### config.mk
export PLATFORM = sky130hd
export DESIGN_NAME = ula_unit
export DESIGN_NICKNAME = d
export VERILOG_FILES = /design/src/rtl/ula_pkg.sv /design/src/rtl/ula_addsub.sv /design/src/rtl/ula_unit.sv
export SDC_FILE = /design/constraint.sdc
export NUM_CORES = 1
export LEC_CHECK = 0
export BUFFER_PORTS_ARGS = -buffer_cell sky130_fd_sc_hd__buf_2
export CORE_MARGIN = 2
export CORE_UTILIZATION = 55
export CTS_CLUSTER_DIAMETER = 30
export DETAILED_ROUTE_END_ITERATION = 10
export HOLD_SLACK_MARGIN = 0.02
export PLACE_DENSITY = 0.79
export REMOVE_ABC_BUFFERS = 1
export SLEW_MARGIN = 40
export SYNTH_ARGS = -nofsm -noshare
export SYNTH_HDL_FRONTEND = slang
export SYNTH_HIERARCHICAL = 1
export SYNTH_SLANG_ARGS = --single-unit
### constraint.sdc
create_clock -name clock -period 5.35 [get_ports clock]
set_input_delay 1.07 -clock clock [delete_from_list [all_inputs] [get_ports clock]]
set_output_delay 1.07 -clock clock [all_outputs]
set_load 0.01 [all_outputs]
### src/rtl/ula_pkg.sv
// ula_pkg
// Shared definitions for the ULA (arithmetic/logic unit) slice:
//   - DEFAULT_WIDTH : default data path width
//   - OP_*          : 3-bit operation codes presented on OpSelect
package ula_pkg;

    localparam int DEFAULT_WIDTH = 16;

    localparam logic [2:0] OP_ADD   = 3'b000;
    localparam logic [2:0] OP_SUB   = 3'b001;
    localparam logic [2:0] OP_NAND  = 3'b010;
    localparam logic [2:0] OP_OR    = 3'b011;
    localparam logic [2:0] OP_OUT   = 3'b100;
    localparam logic [2:0] OP_PASSR = 3'b101;
    localparam logic [2:0] OP_SHL   = 3'b110;
    localparam logic [2:0] OP_SHR   = 3'b111;

endpackage

### src/rtl/ula_addsub.sv
// ula_addsub
// Combinational adder/subtractor shared by ADD and SUB.
// Vectors use ascending ranges: index 0 is the MSB (sign bit).
// Ports:
//   a        in  WIDTH  first operand
//   b        in  WIDTH  second operand
//   sub      in  1      0: a + b, 1: a + ~b + 1
//   sum      out WIDTH  result mod 2^WIDTH
//   carry    out 1      carry-out of the top bit (no-borrow when sub=1)
//   overflow out 1      signed two's-complement overflow
module ula_addsub
    import ula_pkg::*;
#(
    parameter int WIDTH = DEFAULT_WIDTH
) (
    input  logic [0:WIDTH-1] a,
    input  logic [0:WIDTH-1] b,
    input  logic             sub,
    output logic [0:WIDTH-1] sum,
    output logic             carry,
    output logic             overflow
);

    logic [0:WIDTH-1] b_eff;
    logic [WIDTH:0]   full;

    // Subtraction reuses the adder by inverting b and injecting the +1
    // through the carry-in, so carry-out directly means "no borrow".
    assign b_eff = sub ? ~b : b;
    assign full  = {1'b0, a} + {1'b0, b_eff} + {{WIDTH{1'b0}}, sub};
    assign sum   = full[WIDTH-1:0];
    assign carry = full[WIDTH];

    // Overflow when the effective operands agree in sign but the sum does
    // not; for SUB this is "a and b differ in sign and sum differs from a".
    assign overflow = (a[0] == b_eff[0]) && (sum[0] != a[0]);

endmodule

### src/rtl/ula_unit.sv
// ula_unit
// Single-cycle-latency ALU: combinational decode/mux followed by one
// register stage for all outputs. Index 0 of every data vector is the MSB.
// Ports:
//   clock     in  1      rising-edge clock
//   reset     in  1      synchronous, active-low reset
//   in_valid  in  1      operands/opcode valid this cycle
//   A         in  WIDTH  accumulator operand
//   Ry        in  WIDTH  register operand
//   OpSelect  in  3      operation code (see ula_pkg)
//   result    out WIDTH  registered result
//   zero      out 1      registered "result is all zeros"
//   carry     out 1      registered carry / no-borrow (ADD/SUB only)
//   overflow  out 1      registered signed overflow (ADD/SUB only)
//   out_valid out 1      one-cycle pulse per accepted operation
module ula_unit
    import ula_pkg::*;
#(
    parameter int WIDTH = DEFAULT_WIDTH
) (
    input  logic             clock,
    input  logic             reset,
    input  logic             in_valid,
    input  logic [0:WIDTH-1] A,
    input  logic [0:WIDTH-1] Ry,
    input  logic [0:2]       OpSelect,
    output logic [0:WIDTH-1] result,
    output logic             zero,
    output logic             carry,
    output logic             overflow,
    output logic             out_valid
);

    logic [0:WIDTH-1] as_sum;
    logic             as_carry;
    logic             as_overflow;
    logic             is_sub;

    logic [0:WIDTH-1] next_result;
    logic             next_carry;
    logic             next_overflow;
    logic             next_zero;

    assign is_sub = (OpSelect == OP_SUB);

    ula_addsub #(
        .WIDTH(WIDTH)
    ) u_addsub (
        .a       (A),
        .b       (Ry),
        .sub     (is_sub),
        .sum     (as_sum),
        .carry   (as_carry),
        .overflow(as_overflow)
    );

    // Opcode decode and result mux; flags other than zero are only
    // meaningful for ADD/SUB and default to 0 for every other operation.
    always_comb begin
        next_result   = '0;
        next_carry    = 1'b0;
        next_overflow = 1'b0;
        case (OpSelect)
            OP_ADD, OP_SUB: begin
                next_result   = as_sum;
                next_carry    = as_carry;
                next_overflow = as_overflow;
            end
            OP_NAND:  next_result = ~(A & Ry);
            OP_OR:    next_result = A | Ry;
            OP_OUT:   next_result = A;
            OP_PASSR: next_result = Ry;
            OP_SHL:   next_result = A << 1;
            OP_SHR:   next_result = A >> 1;
            default:  next_result = '0;
        endcase
    end

    // zero comes from the freshly computed value so it lines up with result.
    assign next_zero = ~|next_result;

    // Output register; reset wins over in_valid, and idle cycles hold the
    // last result and flags while dropping out_valid.
    always_ff @(posedge clock) begin
        if (!reset) begin
            result    <= '0;
            zero      <= 1'b1;
            carry     <= 1'b0;
            overflow  <= 1'b0;
            out_valid <= 1'b0;
        end else begin
            out_valid <= in_valid;
            if (in_valid) begin
                result   <= next_result;
                zero     <= next_zero;
                carry    <= next_carry;
                overflow <= next_overflow;
            end
        end
    end

endmodule

Word-level counts from Yosys, hierarchy flattened
Cells that the tools add are included.
Word-level totals
  bits in registers: 20
  word-level logic and storage cells: 29
Cells by class
  reductions and logical operators: 5
  add/subtract/negate cells: 2
  equal/unequal tests: 9
  bitwise gates (word level): 4
  multiplexer cells: 4
Operator list (number)
  16-bit one-hot mux with 7 select lines: 1
  16-bit NOT: 2
  16-bit by 16-bit adder with 17-bit output: 1
  17-bit by 1-bit adder with 17-bit output: 1
  16-bit bitwise AND: 1
  16-bit two-way mux: 1
  16-bit bitwise OR: 1
  16-bit OR reduction: 1
  3-bit == test (second input constant): 4
  3-bit by 2-bit == test with 1-bit output (second input constant): 2
  3-bit by 1-bit == test with 1-bit output (second input constant): 1
  3-bit logical NOT: 1
  1-bit two-way mux: 2
  2-bit OR reduction: 1
  1-bit == test: 1
  1-bit logical AND: 1
  1-bit logical NOT: 1
  1-bit != test: 1

Depth between registers and ports, before layout
  depth in word-level cells: 7
  depth in mapped cells: 19
  gate-level depth less buffers: 16

Cells and area by module
Netlist, hierarchy kept.
Modules (own cells, without submodules)
  ula_unit: cells each 246, times used 1, area each 1936.9 um2, seq. area each 400.4 um2
  ula_addsub: cells each 114, times used 1, area each 924.6 um2, seq. area each 0.0 um2

Worst setup path before layout
Ideal clock, no wire load.
  path type: input port to flip-flop
  from: input OpSelect[0] in the netlist's numbering
  to: register zero
  data arrival time: 4.141 ns
  buffers on the path: 4
  setup slack: 1.093 ns
  data required time: 5.234 ns
  cell stages on the path: 19
  path through: buf_6 buf_8 nand2b_4 nor2_1 buf_6 buf_2 xor2_1 ha_1 nor2b_1 o311ai_1 nand2_1 a41o_1 o22ai_1 xnor2_1 nor2_1 a211oi_1 a211oi_1 and4b_1 a41o_1
On the way
  longest elaborated chain between the ends: 7
  elaborated cells on any way between the ends: 15
  classes of those cells: add/sub (2); eq/ne (7); mux (2); reduce/logical (4)
RTL lines
  from (decl): line ula_unit.sv:26  | input logic [0:2] OpSelect,
  3-bit by 1-bit == test with 1-bit output *: line ula_unit.sv:44  | assign is_sub = (OpSelect == OP_SUB);
  net is_sub: line ula_unit.sv:37  | logic is_sub;
  16-bit two-way mux: line ula_addsub.sv:29  | assign b_eff = sub ? ~b : b;
  16-bit by 16-bit adder with 17-bit output: line ula_addsub.sv:30  | assign full = {1'b0, a} + {1'b0, b_eff} + {{WIDTH{1'b0}}, sub};
  17-bit by 1-bit adder with 17-bit output *: line ula_addsub.sv:30
  net as_sum (one bit): line ula_unit.sv:34  | logic [0:WIDTH-1] as_sum;
  16-bit one-hot mux with 7 select lines *: line ula_unit.sv:63  | case (OpSelect)
  16-bit OR reduction *: line ula_unit.sv:80  | assign next_zero = ~|next_result;
  1-bit logical NOT *: line ula_unit.sv:80
  to (signal assigned): line ula_unit.sv:95  | zero <= next_zero;
  to (decl): line ula_unit.sv:28  | output logic zero,
Mark *: on every way through the listed nets, which the timed path passes. The rest lies on a longest branch.
A chain may end at the register's enable or synchronous reset.

Worst setup path in the final report
Ends and elaborated chain as after synthesis.

==> flow_summary.json <==
{
  "outcome": "finished clean",
  "grt_pass1_wl_mm": 13.2,
  "leakage_nw": 1.38,
  "setup_slack_ps": 1260,
  "cts_resized": 0,
  "pre_cts_slack_ps": 1050,
  "area_growth_pct": 9.71,
  "finalWeightedCongestion": 0.938,
  "utilization": 0.619,
  "synth_edf_count": 0,
  "gr-max-usage-layer": "met2",
  "clk_pin_slew_ps": 70,
  "numCtsBuffers": 3,
  "max_cap_violations": 0,
  "synthArstFlopShare": 0,
  "timing.fmax_mhz": 244,
  "post-route-drc-count": 0,
  "syn_inst": 360,
  "tns_ps": 0,
  "drt-wirelength-per-cell_um": 16.8,
  "drtPass1Iterations": 5,
  "insertion_delay_ps": 260,
  "dieArea_um2": 5800,
  "hpwl_mm": 5.91,
  "cts_buffer_depth": 2,
  "grt_use_total": 0.273,
  "synth_top_area_frac": 0.140,
  "first_global_vias": 2814,
  "coreArea_um2": 5070,
  "h-tree-depth": 1,
  "antenna_found_initial": 0,
  "totalWireLength_mm": 7.92,
  "synth.cell_area_um2": 2860,
  "grt_max_degree": 57,
  "required_ps": 5560,
  "synth_cell_types": 78,
  "ys_ff_latch": 20,
  "vias": 3016,
  "fin_nets": 458,
  "avgSynthCellArea_um2": 7.95,
  "clock_sinks": 20,
  "fin_crit_sh": 0.765,
  "pin_count": 58,
  "initial_core_util": 0.564,
  "num_antenna_cells": 0,
  "maxSlewHeadroom": 0.545,
  "path_max_fanout": 7,
  "viasPerCell": 6.39,
  "first_iter_violations": 312,
  "gr-total-overflow": 0,
  "drive_gt1_frac": 0.234,
  "fin_crit_ps": 4090,
  "root_buffer": "clkbuf_8",
  "holdCritPathClass": "flop to flop",
  "worstSetupStartpointType": "input port",
  "skew_ps": 0,
  "path_class": "input port to flop",
  "grt_use_met2": 0.453,
  "tightest_slew_ps": 680,
  "post_cts_buffers": 0,
  "rsz0062_at_grt": "no",
  "synth_area_leaders": "dfxtp_1 (14%), ha_1 (7.0%), xor2_1 (6.4%), a21oi_1 (4.9%), mux2i_1 (4.5%)",
  "dieWidth_um": 76.1,
  "r2r_setup_slack_ps": 4520,
  "powerDensity_nw_per_um2": 194,
  "worstPathArrival_ps": 4300,
  "die_h_um": 76.1,
  "placement.io_buffers": 57,
  "ys_warn_count": 6,
  "antenna_left": 0,
  "hold_viol": 0,
  "ys.flop_type": "dfxtp_1",
  "fp-row-count": 26,
  "drv_slew": 0,
  "yosysTopAreaCell": "dfxtp_1",
  "holdBufCountCts": 0,
  "ir_drop_mv": 0.107,
  "met3_usage": 0.0462,
  "tritoncts": "built",
  "finalSetupViolations": 0,
  "use_met1": 0.350,
  "ys_seq_area_frac": 0.140,
  "worst_setup_path_end_kind": "flop"
}
path summary, 6_finish.rpt:
kind	start	endpoint	cells after the start
hold reg to reg	carry	carry	2
setup reg to reg	result[6]	result[6]	2
hold / removal	carry	carry	2
setup / recovery	OpSelect[0]	zero	17
routing by layer:
metal	share of wire	up-vias
met5	0	-
met1	0.43	1408
met2	0.46	138
met4	0.047	0
li1	-	1435
met3	0.064	35
kinds of logic (layout without fill, tap and decap cells):
kind of cell	Yosys count	count (layout)	share of synthesized area
multiplexers	17	17	0.0638
XOR/XNOR	30	30	0.0918
buffers and inverters	34	76	0.0787
adder cells (fa/ha/maj)	17	17	0.0770
flip-flops	20	20	0.140
AO/OA/AOI/OAI	130	130	0.335
AND/OR/NAND/NOR	112	112	0.214
placed cells by master, fill, tap and decap left out, drive strengths merged, types with 4 or more instances in the layout:
cell,synthesis,layout
buf,20,62
nor2,33,33
a21oi,30,30
xor2,21,21
o21ai,21,21
dfxtp,20,20
nand2,17,17
ha,16,16
mux2i,13,13
nand3,13,13
o22ai,12,12
a211oi,12,12
inv,10,10
xnor2,9,9
nand2b,8,8
nor2b,8,8
nor3,7,7
o21a,7,7
or2,6,6
a2111oi,6,6
o221ai,5,5
nand4b,4,4
clkbuf,4,4
a21boi,4,4
mux2,4,4
synthesized netlist by cell type, types with 3 or more instances:
| cell type | count |
|---|---|
| nor2_1 | 33 |
| a21oi_1 | 28 |
| xor2_1 | 21 |
| dfxtp_1 | 20 |
| o21ai_0 | 19 |
| nand2_1 | 17 |
| ha_1 | 16 |
| mux2i_1 | 13 |
| o22ai_1 | 12 |
| a211oi_1 | 11 |
| nand3_1 | 11 |
| inv_1 | 9 |
| xnor2_1 | 9 |
| buf_6 | 8 |
| nand2b_1 | 7 |
| nor2b_1 | 7 |
| nor3_1 | 7 |
| o21a_1 | 7 |
| buf_2 | 6 |
| buf_4 | 5 |
| clkbuf_1 | 4 |
| nand4b_1 | 4 |
| o221ai_1 | 4 |
| or2_2 | 4 |
| a2111oi_0 | 3 |
| a2111oi_2 | 3 |
| and2_1 | 3 |
| o211a_1 | 3 |
| o211ai_1 | 3 |
| o21bai_1 | 3 |
worst max-delay path, cell delays in order:
cell      delay (ps)
buf_2            100
nand2b_4         160
nor2_1           130
buf_4            200
xor2_1           150
ha_1             290
o21a_1           220
o211ai_1         250
a31oi_4           80
a211oi_2         320
a31o_1           220
xnor2_1           70
a22oi_1          180
nor2_1            50
a221oi_1         370
and4b_1          260
a41o_1           160
state kept, by name (all words and copies together) (netlist names):
name / flops
carry: 1
out_valid: 1
overflow: 1
result: 16
zero: 1
area by class of cell:
cell class              count  area [um^2]
inverters                  10         37.5
clock buffers               4         55.1
flip-flops and latches     20          400
repair buffers             62          323
well taps                  70         87.6
fillers                   488         1940
multi-input cells         306         2240
power by group:
| part | switching, mW | internal, mW | total (mW) |
|---|---|---|---|
| clock network | 0.0486 | 0.0655 | 0.114 |
| registers | 0.00575 | 0.161 | 0.167 |
| logic | 0.191 | 0.136 | 0.326 |
| total | 0.245 | 0.363 | 0.608 |
through the flow:
stage | power, mW | std cells | instance area, um^2 | hold slack (ps)
CTS | 0.603 | 472 | 3140 | 468
finish | 0.608 | 472 | 3140 | 461
floorplan | 0.381 | 336 | 2670 | 486
global route | 0.647 | 472 | 3140 | 499
global placement | 0.482 | 468 | 3080 | 449
detailed placement | 0.488 | 468 | 3080 | 457
Note: power is estimated with default switching activity, not from simulation.
